**src/rtl/score_event_driver.sv**
```systemverilog
// -----------------------------------------------------------------------------
// score_event_driver
//
// Turns game events into single-cycle score pulses for the score board.
// Food and bonus awards are queued in a saturating pending counter and drained
// at one `add` pulse per cycle. A hunger timer requests one `decr` pulse every
// DECAY_PERIOD enabled cycles. Pausing freezes everything; gameover flushes it.
//
// Ports:
//   clk       in   system clock
//   reset     in   synchronous, active-high reset
//   enable    in   1 = game running, 0 = paused
//   eat       in   single-cycle pulse, queues FOOD_POINTS
//   bonus     in   single-cycle pulse, queues BONUS_POINTS
//   gameover  in   level from the score board, flushes all queued activity
//   add       out  registered, one cycle = score +1
//   decr      out  registered, one cycle = score -1
//   pending   out  points queued but not yet issued
//   busy      out  registered, pending work or decay request outstanding
// -----------------------------------------------------------------------------
module score_event_driver #(
    parameter int FOOD_POINTS  = 5,
    parameter int BONUS_POINTS = 20,
    parameter int DECAY_PERIOD = 100000000,
    parameter int PEND_W       = 8
) (
    input  logic              clk,
    input  logic              reset,
    input  logic              enable,
    input  logic              eat,
    input  logic              bonus,
    input  logic              gameover,
    output logic              add,
    output logic              decr,
    output logic [PEND_W-1:0] pending,
    output logic              busy
);

    localparam int CNT_W = $clog2(DECAY_PERIOD);
    // Sum is carried with headroom so pending + any single award can never
    // wrap before the saturation clamp sees it.
    localparam int SUM_W = PEND_W + 8;

    localparam logic [CNT_W-1:0] CNT_LAST = CNT_W'(DECAY_PERIOD - 1);
    localparam logic [SUM_W-1:0] PEND_MAX = {{8{1'b0}}, {PEND_W{1'b1}}};

    logic [CNT_W-1:0]  decay_cnt;
    logic              decay_req;

    logic              add_next;
    logic              decr_next;
    logic [PEND_W-1:0] pending_next;
    logic [CNT_W-1:0]  cnt_next;
    logic              req_next;
    logic              busy_next;
    logic              wrap;
    logic              take;
    logic [SUM_W-1:0]  inc;
    logic [SUM_W-1:0]  sum;

    always_comb begin
        // NOTE: every value written here gets a default first, so the paths
        // that leave a signal untouched cannot infer a latch.
        add_next     = 1'b0;
        decr_next    = 1'b0;
        pending_next = pending;
        cnt_next     = decay_cnt;
        req_next     = decay_req;
        wrap         = 1'b0;
        take         = 1'b0;
        inc          = '0;
        sum          = '0;

        if (gameover) begin
            pending_next = '0;
            cnt_next     = '0;
            req_next     = 1'b0;
        end else if (enable) begin
            if (decay_cnt == CNT_LAST) begin
                cnt_next = '0;
                wrap     = 1'b1;
            end else begin
                cnt_next = decay_cnt + CNT_W'(1);
            end

            // An outstanding request is always issued on this edge, so the
            // request flag afterwards is simply whether the timer wrapped.
            // Requests therefore never stack.
            if (decay_req) begin
                decr_next = 1'b1;
            end else begin
                take     = (pending != '0);
                add_next = take;
            end
            req_next = wrap;

            inc = (eat   ? SUM_W'(FOOD_POINTS)  : '0)
                + (bonus ? SUM_W'(BONUS_POINTS) : '0);
            // take implies pending >= 1, so the subtraction cannot underflow.
            sum = SUM_W'(pending) + inc - SUM_W'(take);
            pending_next = (sum > PEND_MAX) ? {PEND_W{1'b1}} : sum[PEND_W-1:0];
        end

        busy_next = (pending_next != '0) || req_next;
    end

    // NOTE: state registers use non-blocking assignments so every flop
    // samples the pre-edge values computed above.
    always_ff @(posedge clk) begin
        if (reset) begin
            add       <= 1'b0;
            decr      <= 1'b0;
            pending   <= '0;
            busy      <= 1'b0;
            decay_cnt <= '0;
            decay_req <= 1'b0;
        end else begin
            add       <= add_next;
            decr      <= decr_next;
            pending   <= pending_next;
            busy      <= busy_next;
            decay_cnt <= cnt_next;
            decay_req <= req_next;
        end
    end

endmodule

```
**config.mk**
```make
export PLATFORM = sky130hd
export DESIGN_NAME = score_event_driver
export DESIGN_NICKNAME = d
export VERILOG_FILES = /design/src/rtl/score_event_driver.sv
export SDC_FILE = /design/constraint.sdc
export NUM_CORES = 1
export LEC_CHECK = 0
export BUFFER_PORTS_ARGS = -buffer_cell sky130_fd_sc_hd__buf_4
export CORE_UTILIZATION = 45
export CTS_CLUSTER_DIAMETER = 150
export CTS_CLUSTER_SIZE = 14
export DETAILED_ROUTE_END_ITERATION = 6
export PLACE_DENSITY = 0.62
export SLEW_MARGIN = 20
export SYNTH_ARGS = -nofsm -noshare
export SYNTH_HDL_FRONTEND = slang
export SYNTH_SLANG_ARGS = --single-unit
export TNS_END_PERCENT = 30
```
**constraint.sdc**
```tcl
create_clock -name clk -period 11.3 [get_ports clk]
set_clock_uncertainty 0.1 [all_clocks]
set_input_delay 3.39 -clock clk [delete_from_list [all_inputs] [get_ports clk]]
set_output_delay 3.39 -clock clk [all_outputs]
set_load 0.01 [all_outputs]
```
==> out/metrics.csv <==
stage,metric,value,unit
clock_tree,clk_latency,0.29,ns
drt,drtPass1Iterations,4,
sta,slew-limit-headroom,59.4,%
sta,drv_slew,0,
global_route,grt_util_all_layers,18.2,%
drt,vias_per_cell,5.30,
die,row_count,25,
cells_and_area,fillCellCount,470,
cells_and_area,nNetsFinal,303,
synthesis,synthesis.nets,286,
drt,drt_wl_total,4.41,mm
sta,setup_viol,0,
sta,period_minus_slack,6.17,ns
clock_tree,cts_tree,yes,
power_and_ir_drop,power_density,136,mW/mm^2
setup_path,endpoint_kind,register,
synthesis,yosys.area_share.adder,11.9,%
cells_and_area,final_area,0.00262,sq mm
sta,worst_pin_slew,0.607,ns
clock_tree,root_buffer,clkbuf_8,
drt,vias,1823,
cells_and_area,antennaDiodeCount,0,
setup_path,setup.worst_path.start_class,primary input,
worst_hold_path,hold_class,reg -> reg,
synthesis,ys_async_sr_fraction,0,%
clock_tree,postCtsSetupBuffers,0,
cells_and_area,areaGrowthSynthToFinish,12.2,%
drt,wl_per_cell,12.8,um
power_and_ir_drop,ir_worst_vdd,0.0751,mV
clock_tree,cts_hold_buffers,0,
synthesis,yosys.area_share.simple,25.7,%
run,maxCapViolCount,0,
global_route,grt.overflow.total,0,
clock_tree,cts_resized,0,
synthesis,synth_ff_type,dfxtp_1,
die,coreArea,0.00485,sq mm
setup_path,r2r_setup_slack,7.34,ns
power_and_ir_drop,leakage,1.11,nW
drt,drc,0,
synthesis,yosysSeqAreaShare,33.4,%
global_route,grt_max_degree,31,
die,dieArea,0.00548,sq mm
synthesis,syn_area,0.00233,sq mm
synthesis,ys_seq_elements,39,
setup_path,cp.arrival,6.25,ns
global_route,grt_pass1_vias,1702,
synthesis,synth-xor-area-share,11.3,%
synthesis,avgSynthCellArea,9.01,sq um
drt,antenna_left,0,
clock_tree,cts.clk_slew.worst_paths,0.08,ns
place,port_buffers,16,
drt,drt_iter0_markers,122,
setup_path,required,11.38,ns
die,die_w,74.0,um
synthesis,synth_cells,259,
die,die-height,74.0,um
clock_tree,htree_levels,2,
synthesis,synth_cell_type_count,45,
clock_tree,cts_num_sinks,39,
die,ios,17,
die,start_util,48.2,%
place,dp_hpwl,3.25,mm
synthesis,synth_top_family_by_area,simple AND/OR/NAND/NOR gates,
synthesis,synth_compound_area_share,12.6,%
synthesis,synth_edf_count,0,
setup_path,cp_max_fo,10,
sta,fmax,0.162,GHz
place,gp_congestion,0.772,
setup_path,crit_type,in -> reg,
clock_tree,cts_buffers,5,
sta,fin_tns_setup,0,ns
global_route,grt_pass1_wl,7.61,mm
power_and_ir_drop,fin_total_pwr,0.000357,W
sta,post-route-period-util,54.6,%
place,dpl-instance-area,0.00249,sq mm
sta,finalHoldViolCount,0,
sta,rsz0062_at_grt,no,
clock_tree,clock_path_buffers,2,
synthesis,synthMuxAreaShare,0.429,%
outcome,outcome,finished clean,
synthesis,ys_warn_count,0,
cells_and_area,drive_above_1_share,14.1,%
global_route,antenna_found_initial,0,
[stage by stage]
stage / utilization (%) / hold slack, ns / worst slack (ns) / cells
6_report: 54.0 / 0.390 / 5.13 / 344
5_1_grt: 54.0 / 0.435 / 4.96 / 344
4_1_cts: 54.0 / 0.395 / 5.12 / 344
3_5_place_dp: 51.3 / 0.384 / 4.84 / 336
3_3_place_gp: 51.3 / 0.374 / 4.90 / 336
2_1_floorplan: - / 0.359 / 5.14 / 259
[worst max-delay path, cell delays in order]
cell and delay, ns:
buf_4 0.10, inv_1 0.08, ha_1 0.23, inv_1 0.07, fa_1 0.45, fa_1 0.48, a21o_1 0.22, a221oi_2 0.32
mux2i_1 0.26, o211ai_2 0.22, o31ai_1 0.32, a31oi_1 0.11
[state kept, by name (all words and copies together), names as in the netlist]
name,count
add,1
pending,8
decr,1
decay_req,1
decay_cnt,27
busy,1
[power by group]
group	switching, W	leakage, nW	total [W]	internal, W
registers	0.00000338	0.316	0.000143	0.000140
clock network	0.0000487	0.0654	0.000137	0.0000883
logic	0.0000421	0.727	0.0000765	0.0000344
total	0.0000941	1.11	0.000357	0.000263
[per-layer routing]
metal,track usage [%],wire length (um)
met1,25.7,2330
met2,26.7,1870
met3,4.34,154
met4,7.05,65
met5,0,0
[synth_stat cells, types with 2 or more instances]
cell type | instances | area (sq um)
dfxtp_1 | 39 | 781
and3_1 | 9 | 56.3
xor2_1 | 20 | 175
inv_1 | 15 | 56.3
ha_1 | 19 | 238
nor3_1 | 4 | 20.0
nand4_4 | 2 | 42.5
nor4_4 | 2 | 42.5
o21a_1 | 2 | 15.0
fa_1 | 2 | 40.0
buf_6 | 4 | 45.0
nand2b_1 | 3 | 18.8
xnor2_1 | 10 | 87.6
a221o_1 | 2 | 20.0
clkbuf_1 | 2 | 7.51
nor4_1 | 3 | 18.8
a31oi_1 | 3 | 18.8
o21ai_0 | 4 | 20.0
nand4_1 | 3 | 18.8
o221a_2 | 5 | 56.3
a21oi_1 | 8 | 40.0
nor2_1 | 41 | 154
nand3_1 | 13 | 65.1
nand2_1 | 16 | 60.1
o211a_1 | 2 | 20.0
a211oi_1 | 2 | 15.0
and4_1 | 2 | 17.5
or2_2 | 2 | 12.5
a21o_1 | 4 | 30.0
[layout make-up]
type | count | area [sq um] | area share [%]
Timing Repair Buffer | 16 | 120 | 4.59
Tap cell | 67 | 83.8 | 3.20
Multi-Input combinational cell | 199 | 1450 | 55.2
Clock inverter | 2 | 60.1 | 2.29
Clock buffer | 6 | 72.6 | 2.77
Sequential cell | 39 | 781 | 29.8
Inverter | 15 | 56.3 | 2.15
[kinds of logic after synthesis]
group	after synthesis
AO/OA/AOI/OAI	38
XOR/XNOR	30
adder cells (fa/ha/maj)	21
buffers and inverters	21
flip-flops	39
multiplexers	1
AND/OR/NAND/NOR	109
[placed cells by master, fill, tap and decap left out, types with 2 or more instances in the layout]
master     instances
nand4_1            3
a21oi_1            8
o211a_1            2
o21ai_0            4
nor3_1             4
a221o_1            2
fa_1               2
and3_1             9
o21a_1             2
nor2_1            41
nor4_4             2
buf_4             16
o221a_2            5
bufinv_16          2
nand3_1           13
a211oi_1           2
clkbuf_8           5
and4_1             2
or2_2              2
a31oi_1            3
xor2_1            20
ha_1              19
nand2b_1           3
nor4_1             3
a21o_1             4
dfxtp_1           39
nand2_1           16
inv_1             15
nand4_4            2
xnor2_1           10
[worst paths after layout]
| path | start | end | cells past startpoint |
|---|---|---|---|
| setup / recovery | bonus | busy$_SDFF_PP0_ | 12 |
| setup reg to reg | pending[7]$_SDFF_PP0_ | busy$_SDFF_PP0_ | 14 |
| hold / removal | decay_cnt[1]$_SDFFE_PP0P_ | decay_cnt[1]$_SDFFE_PP0P_ | 2 |
| hold reg to reg | decay_cnt[1]$_SDFFE_PP0P_ | decay_cnt[1]$_SDFFE_PP0P_ | 2 |
Power figures use the tool's default switching activity.
